===== src/rtl/sti_load_ctrl.sv =====
// sti_load_ctrl: FIFO-buffered sequencer issuing STI parallel loads, one per queued word, then pi_end.
// Define STI_BITCHK_EN to flag bursts whose so_valid length differs from the word's bit count.
module sti_load_ctrl #(
  parameter int DEPTH   = 4,
  parameter int GAP_CYC = 1,
  parameter int TMO_CYC = 64
) (
  input  logic        clk,
  input  logic        reset,
  input  logic        cmd_wr,
  input  logic [20:0] cmd_data,
  input  logic        end_req,
  input  logic        so_valid,
  output logic        cmd_full,
  output logic        cmd_empty,
  output logic        load,
  output logic [15:0] pi_data,
  output logic [1:0]  pi_length,
  output logic        pi_fill,
  output logic        pi_msb,
  output logic        pi_low,
  output logic        pi_end,
  output logic        busy,
  output logic        done,
  output logic        err
);
  localparam int AW = $clog2(DEPTH);
  localparam int CW = $clog2(TMO_CYC + 16);
  typedef enum logic [2:0] {IDLE, LOAD, XMIT, GAP, DONE} state_t;
  state_t state_q, state_d;
  logic [20:0] mem [DEPTH];
  logic [AW-1:0] wr_q, wr_d, rd_q, rd_d;
  logic [AW:0] fill_q, fill_d;
  logic [20:0] pi_q, pi_d;
  logic [CW-1:0] tmr_q, tmr_d;
  logic load_q, load_d, pend_q, pend_d, end_q, end_d, err_q, err_d;
  logic push, pop;
`ifdef STI_BITCHK_EN
  logic [5:0] bits_q, bits_d;
  logic [5:0] bits_n;
  assign bits_n = {1'b0, pi_q[17:16], 3'b000} + 6'd8;
`endif
  assign cmd_full  = fill_q == (AW+1)'(DEPTH);
  assign cmd_empty = fill_q == '0;
  assign pop       = state_q == IDLE && !cmd_empty;
  // a full FIFO still accepts a write when the head leaves in the same cycle
  assign push      = cmd_wr && state_q != DONE && (!cmd_full || pop);
  assign load      = load_q;
  assign pi_end    = pend_q;
  assign err       = err_q;
  assign done      = state_q == DONE;
  assign busy      = state_q != IDLE && state_q != DONE;
  assign {pi_low, pi_msb, pi_fill, pi_length, pi_data} = pi_q;
  always_comb begin
    state_d = state_q;
    tmr_d   = tmr_q;
    pi_d    = pi_q;
    load_d  = 1'b0;
    pend_d  = 1'b0;
    err_d   = err_q;
    end_d   = end_q | (end_req && state_q != DONE);
    wr_d    = wr_q + AW'(push);
    rd_d    = rd_q + AW'(pop);
    fill_d  = fill_q + (AW+1)'(push) - (AW+1)'(pop);
`ifdef STI_BITCHK_EN
    bits_d  = bits_q;
`endif
    case (state_q)
      IDLE: begin
        if (pop) begin
          pi_d    = mem[rd_q];
          load_d  = 1'b1;
          tmr_d   = '0;
          state_d = LOAD;
        end else if (end_q) begin
          pend_d  = 1'b1;
          state_d = DONE;
        end
      end
      LOAD: begin
        if (so_valid) begin
          state_d = XMIT;
`ifdef STI_BITCHK_EN
          bits_d  = 6'd1;
`endif
        end else if (tmr_q == CW'(TMO_CYC - 1)) begin
          err_d   = 1'b1;
          state_d = IDLE;
        end else begin
          tmr_d = tmr_q + 1'b1;
        end
      end
      XMIT: begin
        if (so_valid) begin
`ifdef STI_BITCHK_EN
          bits_d = (bits_q == 6'd63) ? bits_q : bits_q + 6'd1;
`endif
        end else begin
          state_d = (GAP_CYC == 0) ? IDLE : GAP;
          tmr_d   = '0;
`ifdef STI_BITCHK_EN
          err_d   = err_q | (bits_q != bits_n);
`endif
        end
      end
      GAP: begin
        state_d = (tmr_q == CW'(GAP_CYC - 1)) ? IDLE : GAP;
        tmr_d   = tmr_q + 1'b1;
      end
      DONE: ;
      default: state_d = IDLE;
    endcase
  end
  always_ff @(posedge clk)
    if (push) mem[wr_q] <= cmd_data;
  always_ff @(posedge clk or negedge reset) begin
    if (!reset) begin
      state_q <= IDLE;
      wr_q    <= '0;
      rd_q    <= '0;
      fill_q  <= '0;
      pi_q    <= '0;
      tmr_q   <= '0;
      load_q  <= 1'b0;
      pend_q  <= 1'b0;
      end_q   <= 1'b0;
      err_q   <= 1'b0;
`ifdef STI_BITCHK_EN
      bits_q  <= '0;
`endif
    end else begin
      state_q <= state_d;
      wr_q    <= wr_d;
      rd_q    <= rd_d;
      fill_q  <= fill_d;
      pi_q    <= pi_d;
      tmr_q   <= tmr_d;
      load_q  <= load_d;
      pend_q  <= pend_d;
      end_q   <= end_d;
      err_q   <= err_d;
`ifdef STI_BITCHK_EN
      bits_q  <= bits_d;
`endif
    end
  end
endmodule

===== config.mk =====
export PLATFORM = sky130hd
export DESIGN_NAME = sti_load_ctrl
export DESIGN_NICKNAME = d
export VERILOG_FILES = /design/src/rtl/sti_load_ctrl.sv
export SDC_FILE = /design/constraint.sdc
export NUM_CORES = 1
export LEC_CHECK = 0
export ABC_CLOCK_PERIOD_IN_PS = 2750
export BUFFER_PORTS_ARGS = -buffer_cell sky130_fd_sc_hd__buf_2
export CAP_MARGIN = 25
export CELL_PAD_IN_SITES_DETAIL_PLACEMENT = 0
export CELL_PAD_IN_SITES_GLOBAL_PLACEMENT = 2
export CORE_MARGIN = 10
export CORE_UTILIZATION = 40
export CTS_CLUSTER_SIZE = 28
export DETAILED_ROUTE_END_ITERATION = 8
export GPL_TIMING_DRIVEN = 0
export PLACE_DENSITY_LB_ADDON = 0.1
export SETUP_SLACK_MARGIN = 0.3
export SLEW_MARGIN = 10
export SYNTH_ARGS = -nofsm -noshare
export SYNTH_HDL_FRONTEND = slang
export SYNTH_SLANG_ARGS = --single-unit

===== constraint.sdc =====
create_clock -name clk -period 2.75 [get_ports clk]
set_input_delay 0.55 -clock clk [delete_from_list [all_inputs] [get_ports clk]]
set_output_delay 0.55 -clock clk [all_outputs]
set_load 0.01 [all_outputs]

# Yosys cells after proc, flatten, opt, wreduce, memory -nomap -nowiden
# Memory sizes are Yosys's and may differ from the RTL's. A register that Yosys moved wholly into a read port is not among the register bits.
# Index checks and enable logic that the tools add are counted.
# Widths: inputs -> output; s select.
dict set report totals {
  register_bits 21
  ram_bits 84
  input_bits 26
  out_inout_bits 28
  mem_count 1
}
dict set report classes {
  n_addsub 5
  n_eq_ne 13
  mux 19
  bitwise_logic 3
  n_reduce_logical 18
}
# name words width read_ports rd_clocked_by_memory_dff write_ports line
set memory_table {}
lappend memory_table {mem 4 21 1 1 1 31} ;# logic [20:0] mem [DEPTH];
# operator count
set ops {}
lappend ops {{$mux 7} 4}
lappend ops {{$pmux 7 s4} 1}
lappend ops {{$mux 3} 5}
lappend ops {{$pmux 3 s5} 1}
lappend ops {{$ne 3x3->1 const B} 3}
lappend ops {{$ne 2x2->1 const B} 4}
lappend ops {{$add 7x1->7 const B} 1}
lappend ops {{$eq 7x6->1 const B} 1}
lappend ops {{$logic_not 7->1} 1}
lappend ops {{$mux 1} 7}
lappend ops {{$eq 3x2->1 const B} 2}
lappend ops {{$eq 3x3->1 const B} 2}
lappend ops {{$logic_not 3->1} 2}
lappend ops {{$logic_and 1x1->1} 5}
lappend ops {{$reduce_and 5->1} 1}
lappend ops {{$add 2x1->2} 2}
lappend ops {{$reduce_and 4->1} 1}
lappend ops {{$reduce_bool 4->1} 1}
lappend ops {{$add 3x1->3} 1}
lappend ops {{$eq 3x1->1 const B} 1}
lappend ops {{$logic_not 1->1} 3}
lappend ops {{$reduce_and 3->1} 1}
lappend ops {{$reduce_bool 3->1} 1}
lappend ops {{$sub 3x1->3} 1}
lappend ops {{other kinds (5)} 6}

# Logic depth before layout (Yosys ltp)
# Gate-level depths: netlist of the first run.
dict set report depth {
  word_depth 7
  ltp_mapped 9
  ltp_nobuf 7
}

# Worst setup path after synthesis of the first run
# No wires, ideal clock.
dict set report synth_path {
  kind {register to register}
  start {register state_q[1]}
  end {memory mem[1][0] (enable)}
  setup_ns 0.430
  t_arrival_ns 2.473
  t_required_ns 2.320
  setup_slack_ns -0.153
  stages_incl_launch_ff 5
  n_path_buf 1
  synth_period_minus_slack_ns 2.903
  cell_sequence {dfrtp_1 > buf_4 > nor2_1 > o211ai_2 > nor3b_1}
}
dict set report synth_between {
  elab_chain_len 6
  word_cells_on_any_way 8
  classes_between {eq/ne (1); mux (2); reduce/logical (5)}
}
# item line
set synth_lines {}
lappend synth_lines {{from (decl)} 30} ;# state_t state_q, state_d;
lappend synth_lines {{from (signal assigned)} 132} ;# state_q <= state_d;
lappend synth_lines {{$logic_not 3->1} 45} ;# assign pop = state_q == IDLE && !cmd_empty;
lappend synth_lines {{$logic_and 1x1->1} 45}
lappend synth_lines {{$logic_or 1x1->1} 47} ;# assign push = cmd_wr && state_q != DONE && (!cmd_full || pop);
lappend synth_lines {{$logic_and 1x1->1 *} 47}
lappend synth_lines {{$mux 1 *} 115} ;# if (push) mem[wr_q] <= cmd_data;
lappend synth_lines {{$mux 1 (implied by the code) *} 115}
lappend synth_lines {{to (decl)} 31}
# Every way passes the cells marked *; elsewhere a longest branch is shown, timed or not.

# Worst setup path after layout of the first run
dict set report layout_path {
  start {register state_q[1]}
  end {memory mem[1][1] (enable)}
}
# The elaborated chain is that of the path after synthesis.

==> impl_metrics.env, run 1 <==
export IMPL_use_met2=0.184
export IMPL_async_reset_ff_frac=0.333
export IMPL_layout_cells_non_filler=514
export IMPL_cts_buffer_depth=2
export IMPL_fp_row_count=40
export IMPL_grt_pass1_wl_um=15700
export IMPL_ir_worst_vdd_mv=0.500
export IMPL_grt_max_degree=24
export IMPL_postSynthCellCount=257
export IMPL_diodes=0
export IMPL_holdBufCountCts=0
export IMPL_dp_hpwl_um=6440
export IMPL_num_io_pins=54
export IMPL_drtIter0Drc=112
export IMPL_floorplan_initialDensity=0.414
export IMPL_worstMarginPinSlew_ns=0.848
export IMPL_synth_seq_area_share=0.708
export IMPL_wl_per_cell_um=18.9
export IMPL_fin_crit_ns=2.27
export IMPL_die_area_um2=17500
export IMPL_synthesis_area_um2=5050
export IMPL_ys_flop_type="edfxtp_1"
export IMPL_setup_viol=0
export IMPL_synth_lib_cells_used_distinct=53
export IMPL_syn_area_per_cell_um2=19.6
export IMPL_ys_ff_latch=126
export IMPL_fin_setup_tns_ns=0
export IMPL_use_met1=0.146
export IMPL_p_per_area_nw_per_um2=1190
export IMPL_path_clk_slew_ns=0.06
export IMPL_route_detailed_drc=0
export IMPL_skew_ns=0.00766
export IMPL_vias=2518
export IMPL_drive_gt1_frac=0.451
export IMPL_grt_overflow=0
export IMPL_synth_fp_nets=289
export IMPL_total_leakage_power_nw=2.41
export IMPL_clock_sinks=126
export IMPL_yosys_warnings=0
export IMPL_die_h_um=132
export IMPL_nNetsFinal=365
export IMPL_hold_path_class="in -> async"
export IMPL_dr_pass1_iters=4
export IMPL_cts_tree="built"
export IMPL_required_ns=2.86
export IMPL_grt_busiest_layer="met2"
export IMPL_cp_start_kind="register"
export IMPL_cts_htree_levels=4
export IMPL_hold_viol=0
export IMPL_gp_congestion=0.699
export IMPL_cap_violations=0
export IMPL_path_max_fanout=13
export IMPL_fin_util=0.506
export IMPL_synth_edf_count=84
export IMPL_cp_arrival_ns=2.38
export IMPL_cts_root_buf="clkbuf_16"
export IMPL_slew_headroom=0.434
export IMPL_postRouteAntennaNets=0
export IMPL_clk_latency_ns=0.41
export IMPL_fill_cells=1064
export IMPL_final_period_utilization=0.824
export IMPL_grt_pass1_vias=2818
export IMPL_die_w_um=132
export IMPL_drt_total_wl_um=9710
export IMPL_dp_cells=482
export IMPL_numPortBuffers=53
export IMPL_fmax_mhz=441
export IMPL_cts_buffers=17
export IMPL_critPathKind="reg -> reg"
export IMPL_grt_total_usage=0.118
export IMPL_area_growth_pct=22.5
export IMPL_grt_util_met3=0.0423
export IMPL_p_total_mw=7.38
export IMPL_rsz0062_at_grt="false"
export IMPL_status="finished, final reports clean"
export IMPL_slew_viol_final=0
export IMPL_coreArea_um2=12200
export IMPL_worst_setup_path_end_kind="register"
export IMPL_avgViaCountPerCell=4.90
export IMPL_antenna_found_initial=0
==> metrics by stage <==
stage / hold slack [ns] / worst slack [ns] / cell area, µm²
global placement: 0.444 / -0.472 / 5540
CTS: 0.188 / 0.373 / 6180
finish: 0.165 / 0.484 / 6180
floorplan: 0.254 / 0.468 / 5060
global route: 0.213 / 0.312 / 6180
detailed placement: 0.446 / 0.393 / 5630
==> cells in the final DEF (no fill, tap or decap), drive strengths merged, types with 2 or more instances in the layout <==
| cell | count |
|---|---|
| nor3 | 5 |
| and3 | 4 |
| xnor2 | 3 |
| nand2 | 5 |
| inv | 10 |
| or3b | 2 |
| a21oi | 4 |
| dfrtp | 42 |
| edfxtp | 84 |
| clkbuf | 23 |
| buf | 66 |
| nor2 | 3 |
| nand3 | 2 |
| ha | 5 |
| o21ai | 2 |
| nand2b | 4 |
| a41oi | 2 |
| mux4 | 21 |
| clkinv | 8 |
| a21o | 2 |
| xor2 | 2 |
| a31oi | 4 |
| mux2 | 21 |
==> critical path: stages, from the launching register on <==
cell	delay, ns
dfrtp_1	0.42
buf_4	0.20
or3b_1	0.18
o211ai_2	0.19
nor3b_4	0.74
buf_8	0.23
==> power breakdown <==
part	leakage [nW]	switching (mW)	total [mW]	internal, mW
clock	0.271	0.784	2.07	1.29
combinational	0.857	1.17	2.42	1.25
sequential	1.28	0.277	2.88	2.61
==> per-layer routing <==
layer	vias to the layer above	share of wire
met1	1286	0.46
met2	49	0.49
met4	0	0.0090
met5	-	0
li1	1175	-
met3	8	0.037
==> worst paths after layout <==
path	slack, ns	depth (start not counted)	to	start
max in group asynchronous	2.05	2	wr_q[0]	reset
min in group clk	0.35	2	end_q	end_req
hold reg to reg	0.46	1	err	err
setup reg to reg	0.48	5	mem[1][1]	state_q[1]
hold / removal	0.16	1	pi_q[4]	reset
setup / recovery	0.48	5	mem[1][1]	state_q[1]
==> state kept, by name, summed over array words and instances, names as in the netlist <==
name,cells
load,1
err,1
state_q,3
rd_q,2
tmr_q,7
end_q,1
pi_end,1
mem,84
pi_q,21
fill_q,3
wr_q,2
==> cell families after synthesis <==
kind of cell | Yosys count | share of synthesized area
fa+ha+maj | 6 | 0.0164
simple gates | 32 | 0.0463
xor+xnor | 5 | 0.00867
compound gates | 25 | 0.0426
flops | 126 | 0.708
buf+inv | 20 | 0.0233
mux | 43 | 0.155
==> timing repair <==
| item | in CTS | in global routing |
|---|---|---|
| buffers inserted | 0 | 0 |
| gates resized for setup | 0 | 1 |
| endpoints found under the setup margin | 0 | 18 |
==> Yosys cell counts, types with 2 or more instances <==
master / count / area share
or3b_1: 2 / 0.0035
nor2_1: 3 / 0.0022
o21ai_0: 2 / 0.0020
inv_1: 7 / 0.0052
and3_1: 3 / 0.0037
a31oi_1: 4 / 0.0050
mux2_4: 17 / 0.051
nor3_4: 2 / 0.0064
xor2_1: 2 / 0.0035
nor3_1: 3 / 0.0030
nand2b_1: 2 / 0.0025
a41oi_1: 2 / 0.0035
nand3_1: 2 / 0.0020
mux2_2: 4 / 0.0089
nand2_1: 5 / 0.0037
dfrtp_1: 42 / 0.21
edfxtp_1: 84 / 0.50
xnor2_1: 3 / 0.0052
a21oi_1: 4 / 0.0040
buf_4: 2 / 0.0030
inv_2: 2 / 0.0015
buf_6: 4 / 0.0089
buf_1: 2 / 0.0015
ha_1: 5 / 0.012
mux4_2: 21 / 0.094
==> cell type report <==
type,instances,area [µm²],area share
sequential,126,3570,0.578
multi-input combinational,111,1390,0.225
clock buffer,22,464,0.0751
timing repair buffer,57,338,0.0546
tap,168,210,0.0340
clock inverter,10,91.3,0.0148
buffer,10,77.6,0.0125
inverter,10,40.0,0.00647
Power figures use the tool's default switching activity.
==> run 2, diff against run 1 <==
--- a/config.mk
+++ b/config.mk
@@ -5,13 +5,14 @@
 export SDC_FILE = /design/constraint.sdc
 export NUM_CORES = 1
 export LEC_CHECK = 0
-export ABC_CLOCK_PERIOD_IN_PS = 2750
+export ABC_AREA = 1
+export ABC_CLOCK_PERIOD_IN_PS = 2020
 export BUFFER_PORTS_ARGS = -buffer_cell sky130_fd_sc_hd__buf_2
 export CAP_MARGIN = 25
 export CELL_PAD_IN_SITES_DETAIL_PLACEMENT = 0
 export CELL_PAD_IN_SITES_GLOBAL_PLACEMENT = 2
 export CORE_MARGIN = 10
-export CORE_UTILIZATION = 40
+export CORE_UTILIZATION = 35
 export CTS_CLUSTER_SIZE = 28
 export DETAILED_ROUTE_END_ITERATION = 8
 export GPL_TIMING_DRIVEN = 0
==> constraint.sdc (replaced) <==
create_clock -name clk -period 2.02 [get_ports clk]
set_input_delay 0.404 -clock clk [delete_from_list [all_inputs] [get_ports clk]]
set_output_delay 0.404 -clock clk [all_outputs]
set_load 0.01 [all_outputs]
==> run 2 against run 1 <==
Compared with the run above: cell count grew 44%; critical endpoint is now fill_q[1]; global-route usage grew 1.9 points; largest cell class unchanged; sequential cell count is the same.
==> impl_metrics.env, run 2 <==
export IMPL_fmax_mhz=550
export IMPL_fp_row_count=43
export IMPL_synth_top_area_frac=0.500
export IMPL_dr_pass1_iters=4
export IMPL_synth_top_cell_by_area="edfxtp_1"
export IMPL_diodes=0
export IMPL_num_io_pins=54
export IMPL_cp_arrival_ns=2.09
export IMPL_rsz0062_at_grt="true"
export IMPL_crit_buf_inv=3
export IMPL_grt_total_usage=0.136
export IMPL_critPathKind="reg -> reg"
export IMPL_cts_tree="built"
export IMPL_worstMarginPinSlew_ns=0.680
export IMPL_slew_viol_final=0
export IMPL_switching_share=0.372
export IMPL_total_leakage_power_nw=2.65
export IMPL_p_per_area_nw_per_um2=1630
export IMPL_die_area_um2=19600
export IMPL_regMostFlops="mem"
export IMPL_crit_path_max_incr_delay_ns=0.44
export IMPL_nNetsFinal=578
export IMPL_critPathTopFamily="adder cells"
export IMPL_postRouteAntennaNets=0
export IMPL_async_reset_ff_frac=0.333
export IMPL_ir_worst_vdd_mv=0.738
export IMPL_path_max_fanout=4
export IMPL_ys_flop_type="edfxtp_1"
export IMPL_die_w_um=140
export IMPL_synth_lib_cells_used_distinct=26
export IMPL_wl_per_cell_um=17.8
export IMPL_numPortBuffers=53
export IMPL_hold_viol=0
export IMPL_fin_util=0.473
export IMPL_fill_cells=1331
export IMPL_cp_start_kind="register"
export IMPL_place_ws_ns=-0.236
export IMPL_reg_top3="mem: 84 flops, pi_q: 21 flops, tmr_q: 7 flops"
export IMPL_seq_power_share=0.364
export IMPL_cap_violations=0
export IMPL_drt_total_wl_um=13100
export IMPL_gp_congestion=0.699
export IMPL_synth_seq_area_share=0.708
export IMPL_synth_fp_nets=472
export IMPL_clk_latency_ns=0.41
export IMPL_vias=3490
export IMPL_worst_slack_ns=0.202
export IMPL_syn_area_per_cell_um2=11.5
export IMPL_hold_path_class="in -> reg"
export IMPL_clock_sinks=126
export IMPL_largest_reg_flops=84
export IMPL_grt_max_degree=28
export IMPL_yosys_warnings=0
export IMPL_synth_edf_count=84
export IMPL_crit_slowest_cell="dfrtp_2"
export IMPL_crit_top_cell="buf_6"
export IMPL_floorplan_initialDensity=0.361
export IMPL_internal_power_mw=6.78
export IMPL_path_clk_slew_ns=0.05
export IMPL_synthTopCellsByArea="edfxtp_1 50%, dfrtp_1 21%, nor2_1 9.7%, o21ai_0 4.5%, nand2_1 3.3%"
export IMPL_postSynthCellCount=440
export IMPL_cts_htree_levels=4
export IMPL_synth_most_common_cell="nor2_1"
export IMPL_drive_gt1_frac=0.281
export IMPL_die_h_um=140
export IMPL_worst_setup_path_end_kind="register"
export IMPL_cts_buffer_depth=2
export IMPL_dp_hpwl_um=7650
export IMPL_switching_power_mw=4.02
export IMPL_p_total_mw=10.8
export IMPL_status="finished, final reports clean"
export IMPL_fin_crit_ns=1.82
export IMPL_area_growth_pct=31.1
export IMPL_required_ns=2.30
export IMPL_drtIter0Drc=183
export IMPL_pwr_share_comb=0.384
export IMPL_worst_hold_slack_ns=0.198
export IMPL_final_cell_mix="125 x nor2_1, 84 x edfxtp_1, 57 x buf_2"
export IMPL_power_frac_clock=0.252
export IMPL_antenna_found_initial=0
export IMPL_final_period_utilization=0.900
export IMPL_grt_overflow=0
export IMPL_cts_root_buf="clkbuf_16"
export IMPL_layout_commonest_cell="nor2_1"
export IMPL_yosys_top_cells_count="130 x nor2_1, 84 x edfxtp_1, 45 x nand2_1, 45 x o21ai_0, 42 x dfrtp_1"
export IMPL_slew_headroom=0.546
export IMPL_avgViaCountPerCell=4.72
export IMPL_cts_buffers=17
export IMPL_crit_path_cell_trace="nor3_4 > buf_4 > buf_6 > buf_6 > o21ai_4 > nand2_4 > ha_4 > fa_2"
export IMPL_skew_ns=0.00721
export IMPL_fin_setup_tns_ns=0
export IMPL_ys_ff_latch=126
export IMPL_coreArea_um2=14000
export IMPL_synthesis_area_um2=5050
export IMPL_grt_pass1_wl_um=20500
export IMPL_grt_pass1_vias=3643
export IMPL_route_detailed_drc=0
export IMPL_setup_viol=0
[run 2: cell count changes after synthesis, sizes merged, moves of 6 or more]
cell	delta
inv	+11
nor2	+130
mux2	-21
nand2	+43
mux4	-21
clkbuf	+6
a31oi	+17
o21ai	+47
[run 2: cells by family after synthesis]
logic type               Yosys count  synth area share
adder cells (fa/ha/maj)            6            0.0164
AND/OR/NAND/NOR                  189             0.151
AO/OA/AOI/OAI                     75            0.0813
flip-flops                       126             0.708
buffers and inverters             38            0.0330
XOR/XNOR                           6            0.0104
[run 2: power groups by stage]
stage / clock, mW / combinational [mW] / sequential [mW]
2_1_floorplan: 0 / 2.09 / 3.96
3_3_place_gp: 0 / 3.38 / 3.93
3_5_place_dp: 0 / 3.45 / 3.95
4_1_cts: 2.78 / 4.00 / 3.92
5_1_grt: 2.91 / 4.62 / 4.02
6_report: 2.72 / 4.15 / 3.94
[run 2: worst reg2reg max path, cell delays in order (launching register included)]
cell	delay, ns
dfrtp_2	0.44
nor3_4	0.22
buf_4	0.14
buf_6	0.10
buf_6	0.09
o21ai_4	0.05
nand2_4	0.09
ha_4	0.13
fa_2	0.42
[run 2: path summary, 6_finish.rpt]
check,start,end,slack (ns),cells after the start
setup / recovery,fill_q[2],fill_q[1],0.20,8
hold / removal,end_req,end_q,0.20,3
setup reg to reg,fill_q[2],fill_q[1],0.20,8
hold reg to reg,err,err,0.47,1
max in group asynchronous,reset,state_q[0],1.01,3
min in group asynchronous,reset,tmr_q[4],0.47,2
[run 2: what timing repair did]
action,CTS,global route
gates resized for setup,22,26
setup endpoints to repair,89,109
cloned,4,1
hold endpoints to repair,15,0
setup buffers,22,5
pin swaps,15,7
hold buffers,1,0
[run 2: routing by layer]
layer	GRT usage	up-vias	part of all wire
li1	-	1714	-
met1	0.163	1695	0.44
met2	0.230	71	0.51
met3	0.0375	10	0.046
met4	0.0484	0	0.010
met5	0	-	0
[run 2: layout make-up]
class	count	area, µm²	share of cell area
tap	180	225	0.0340
multi-input combinational	280	1490	0.225
clock buffer	18	429	0.0649
clock inverter	14	103	0.0155
buffer	17	100	0.0151
sequential	126	3580	0.541
inverter	21	78.8	0.0119
timing repair buffer	83	616	0.0930
[run 2: stage by stage]
step	instances	instance area [µm²]
after detailed placement	674	5600
after floorplan	440	5070
after global placement	673	5560
after global routing	739	6620
after CTS	733	6470
final	739	6620
==> run 3, diff against run 2 <==
--- a/config.mk
+++ b/config.mk
@@ -8,7 +8,6 @@
 export ABC_AREA = 1
 export ABC_CLOCK_PERIOD_IN_PS = 2020
 export BUFFER_PORTS_ARGS = -buffer_cell sky130_fd_sc_hd__buf_2
-export CAP_MARGIN = 25
 export CELL_PAD_IN_SITES_DETAIL_PLACEMENT = 0
 export CELL_PAD_IN_SITES_GLOBAL_PLACEMENT = 2
 export CORE_MARGIN = 10
@@ -16,7 +15,7 @@
 export CTS_CLUSTER_SIZE = 28
 export DETAILED_ROUTE_END_ITERATION = 8
 export GPL_TIMING_DRIVEN = 0
-export PLACE_DENSITY_LB_ADDON = 0.1
+export PLACE_DENSITY = 0.82
 export SETUP_SLACK_MARGIN = 0.3
 export SLEW_MARGIN = 10
 export SYNTH_ARGS = -nofsm -noshare
==> run 3 against run 2 <==
Compared with the run above: die area unchanged; hold slack worse by 0.0098 ns; maximum frequency grew 0.63%; via count down 0.40%; utilization down 0.78 points; power fell by 1.4%; clock skew fell by 0.00056 ns; critical path depth is 1 higher; sequential cell count is the same; sequential power is essentially flat.
==> impl_metrics.env, run 3 (synthesized netlist as in run 2, its figures left out) <==
export IMPL_fin_crit_ns=1.81
export IMPL_final_period_utilization=0.894
export IMPL_nNetsFinal=573
export IMPL_grt_pass1_wl_um=19100
export IMPL_dp_cells=673
export IMPL_route_detailed_drc=0
export IMPL_power_frac_clock=0.263
export IMPL_ir_worst_vdd_mv=0.663
export IMPL_seq_power_share=0.368
export IMPL_cts_buffer_depth=2
export IMPL_critical_path_startpoint="fill_q[0]"
export IMPL_regMostFlops="mem"
export IMPL_status="finished, final reports clean"
export IMPL_worstHoldStart="end_req"
export IMPL_clock_sinks=126
export IMPL_internal_power_mw=6.83
export IMPL_layout_commonest_cell="nor2_1"
export IMPL_vias=3476
export IMPL_cap_violations=0
export IMPL_largest_reg_flops=84
export IMPL_area_growth_pct=29.0
export IMPL_p_per_area_nw_per_um2=1640
export IMPL_switching_power_mw=3.82
export IMPL_cts_root_buf="clkbuf_16"
export IMPL_cts_htree_levels=4
export IMPL_hold_path_class="in -> reg"
export IMPL_fp_row_count=43
export IMPL_diodes=0
export IMPL_p_total_mw=10.7
export IMPL_rsz0062_at_grt="true"
export IMPL_worstReg2RegStart="fill_q[0]"
export IMPL_num_io_pins=54
export IMPL_grt_max_degree=43
export IMPL_wl_per_cell_um=16.4
export IMPL_drive_gt1_frac=0.264
export IMPL_gp_congestion=0.747
export IMPL_regArea_um2=3580
export IMPL_cp_arrival_ns=2.10
export IMPL_worst_hold_slack_ns=0.189
export IMPL_grt_pass1_vias=3539
export IMPL_avgViaCountPerCell=4.74
export IMPL_cts_tree="built"
export IMPL_worst_setup_path_end_kind="register"
export IMPL_grt_overflow=0
export IMPL_clk_latency_ns=0.41
export IMPL_path_max_fanout=3
export IMPL_total_leakage_power_nw=2.61
export IMPL_floorplan_initialDensity=0.361
export IMPL_skew_ns=0.00666
export IMPL_fin_util=0.465
export IMPL_drt_total_wl_um=12000
export IMPL_fin_setup_tns_ns=0
export IMPL_worstMarginPinSlew_ns=1.09
export IMPL_fmax_mhz=554
export IMPL_drtIter0Drc=242
export IMPL_switching_share=0.359
export IMPL_final_cell_mix="125 x nor2_1, 84 x edfxtp_1, 57 x buf_2"
export IMPL_dp_hpwl_um=7090
export IMPL_holdBufCountCts=0
export IMPL_layout_cells_non_filler=734
export IMPL_cts_buffers=17
export IMPL_grt_total_usage=0.126
export IMPL_postRouteAntennaNets=0
export IMPL_slew_viol_final=0
export IMPL_setup_viol=0
export IMPL_coreArea_um2=14000
export IMPL_pwr_share_comb=0.369
export IMPL_die_h_um=140
export IMPL_numPortBuffers=53
export IMPL_critPathKind="reg -> reg"
export IMPL_hold_viol=0
export IMPL_required_ns=2.31
export IMPL_reg_top3="mem: 84 flops, pi_q: 21 flops, tmr_q: 7 flops"
export IMPL_fill_cells=1297
export IMPL_die_area_um2=19600
export IMPL_slew_headroom=0.275
export IMPL_multi_input_area_um2=1450
export IMPL_die_w_um=140
export IMPL_cp_start_kind="register"
export IMPL_dr_pass1_iters=4
export IMPL_antenna_found_initial=0
export IMPL_path_clk_slew_ns=0.05
run 3: cell count changes in the layout (fill, tap and decap cells not counted), sizes merged:
cell	previous run	this run
buf	91	88
clkbuf	26	29
clkinv	10	7
clkinvlp	3	1
bufinv	1	2
dlygate4sd3	1	0
run 3: path summary, 6_finish.rpt:
path	slack, ns	cells after the start	to
hold / removal	0.19	3	end_q
hold reg to reg	0.47	1	err
setup reg to reg	0.21	9	fill_q[2]
max in group asynchronous	1.09	1	fill_q[0]
setup / recovery	0.21	9	fill_q[2]
min in group asynchronous	0.20	1	end_q
run 3: final cells by class:
| type | instances | share of cell area |
|---|---|---|
| buffer | 17 | 0.0150 |
| sequential | 126 | 0.550 |
| tap | 180 | 0.0346 |
| multi-input combinational | 280 | 0.223 |
| clock buffer | 22 | 0.0682 |
| clock inverter | 10 | 0.0150 |
| inverter | 21 | 0.0121 |
| timing repair buffer | 78 | 0.0823 |
run 3: per-stage QoR:
step	setup slack, ns	area, µm²
2_1_floorplan	0.125	5070
3_3_place_gp	-0.542	5560
3_5_place_dp	-0.540	5580
4_1_cts	0.201	6450
5_1_grt	0.151	6510
6_report	0.214	6510
run 3: per-layer routing:
metal  routed length, µm  vias up  track usage  part of all wire
met1                5360     1675        0.151              0.44
met5                   0        -            0                 0
met3                 540       17       0.0406             0.045
li1                    -     1708            -                 -
met2                5900       76        0.205              0.49
met4                 247        0       0.0511             0.021
run 3: critical path, cell delays in order, from the launching register on:
cell     delay [ns]
dfrtp_2        0.43
nor3_4         0.22
buf_6          0.14
nor2_8         0.04
buf_8          0.12
nand2_4        0.06
nand2_4        0.05
ha_4           0.16
fa_2           0.33
xor2_1         0.14
run 3: repair_timing:
| item | in CTS | in global routing |
|---|---|---|
| setup buffers | 22 | 3 |
| gates cloned | 4 | 0 |
| setup endpoints to repair | 89 | 98 |
| pin swaps | 14 | 6 |
| resized for setup | 22 | 12 |
| endpoints found under the hold margin | 0 | 0 |
run 3: power groups by stage:
stage	registers [mW]	logic [mW]	clock network, mW
6_report	3.92	3.93	2.81
5_1_grt	3.99	4.40	2.99
4_1_cts	3.91	3.89	2.86
3_5_place_dp	3.94	3.36	0
3_3_place_gp	3.92	3.29	0
2_1_floorplan	3.96	2.09	0
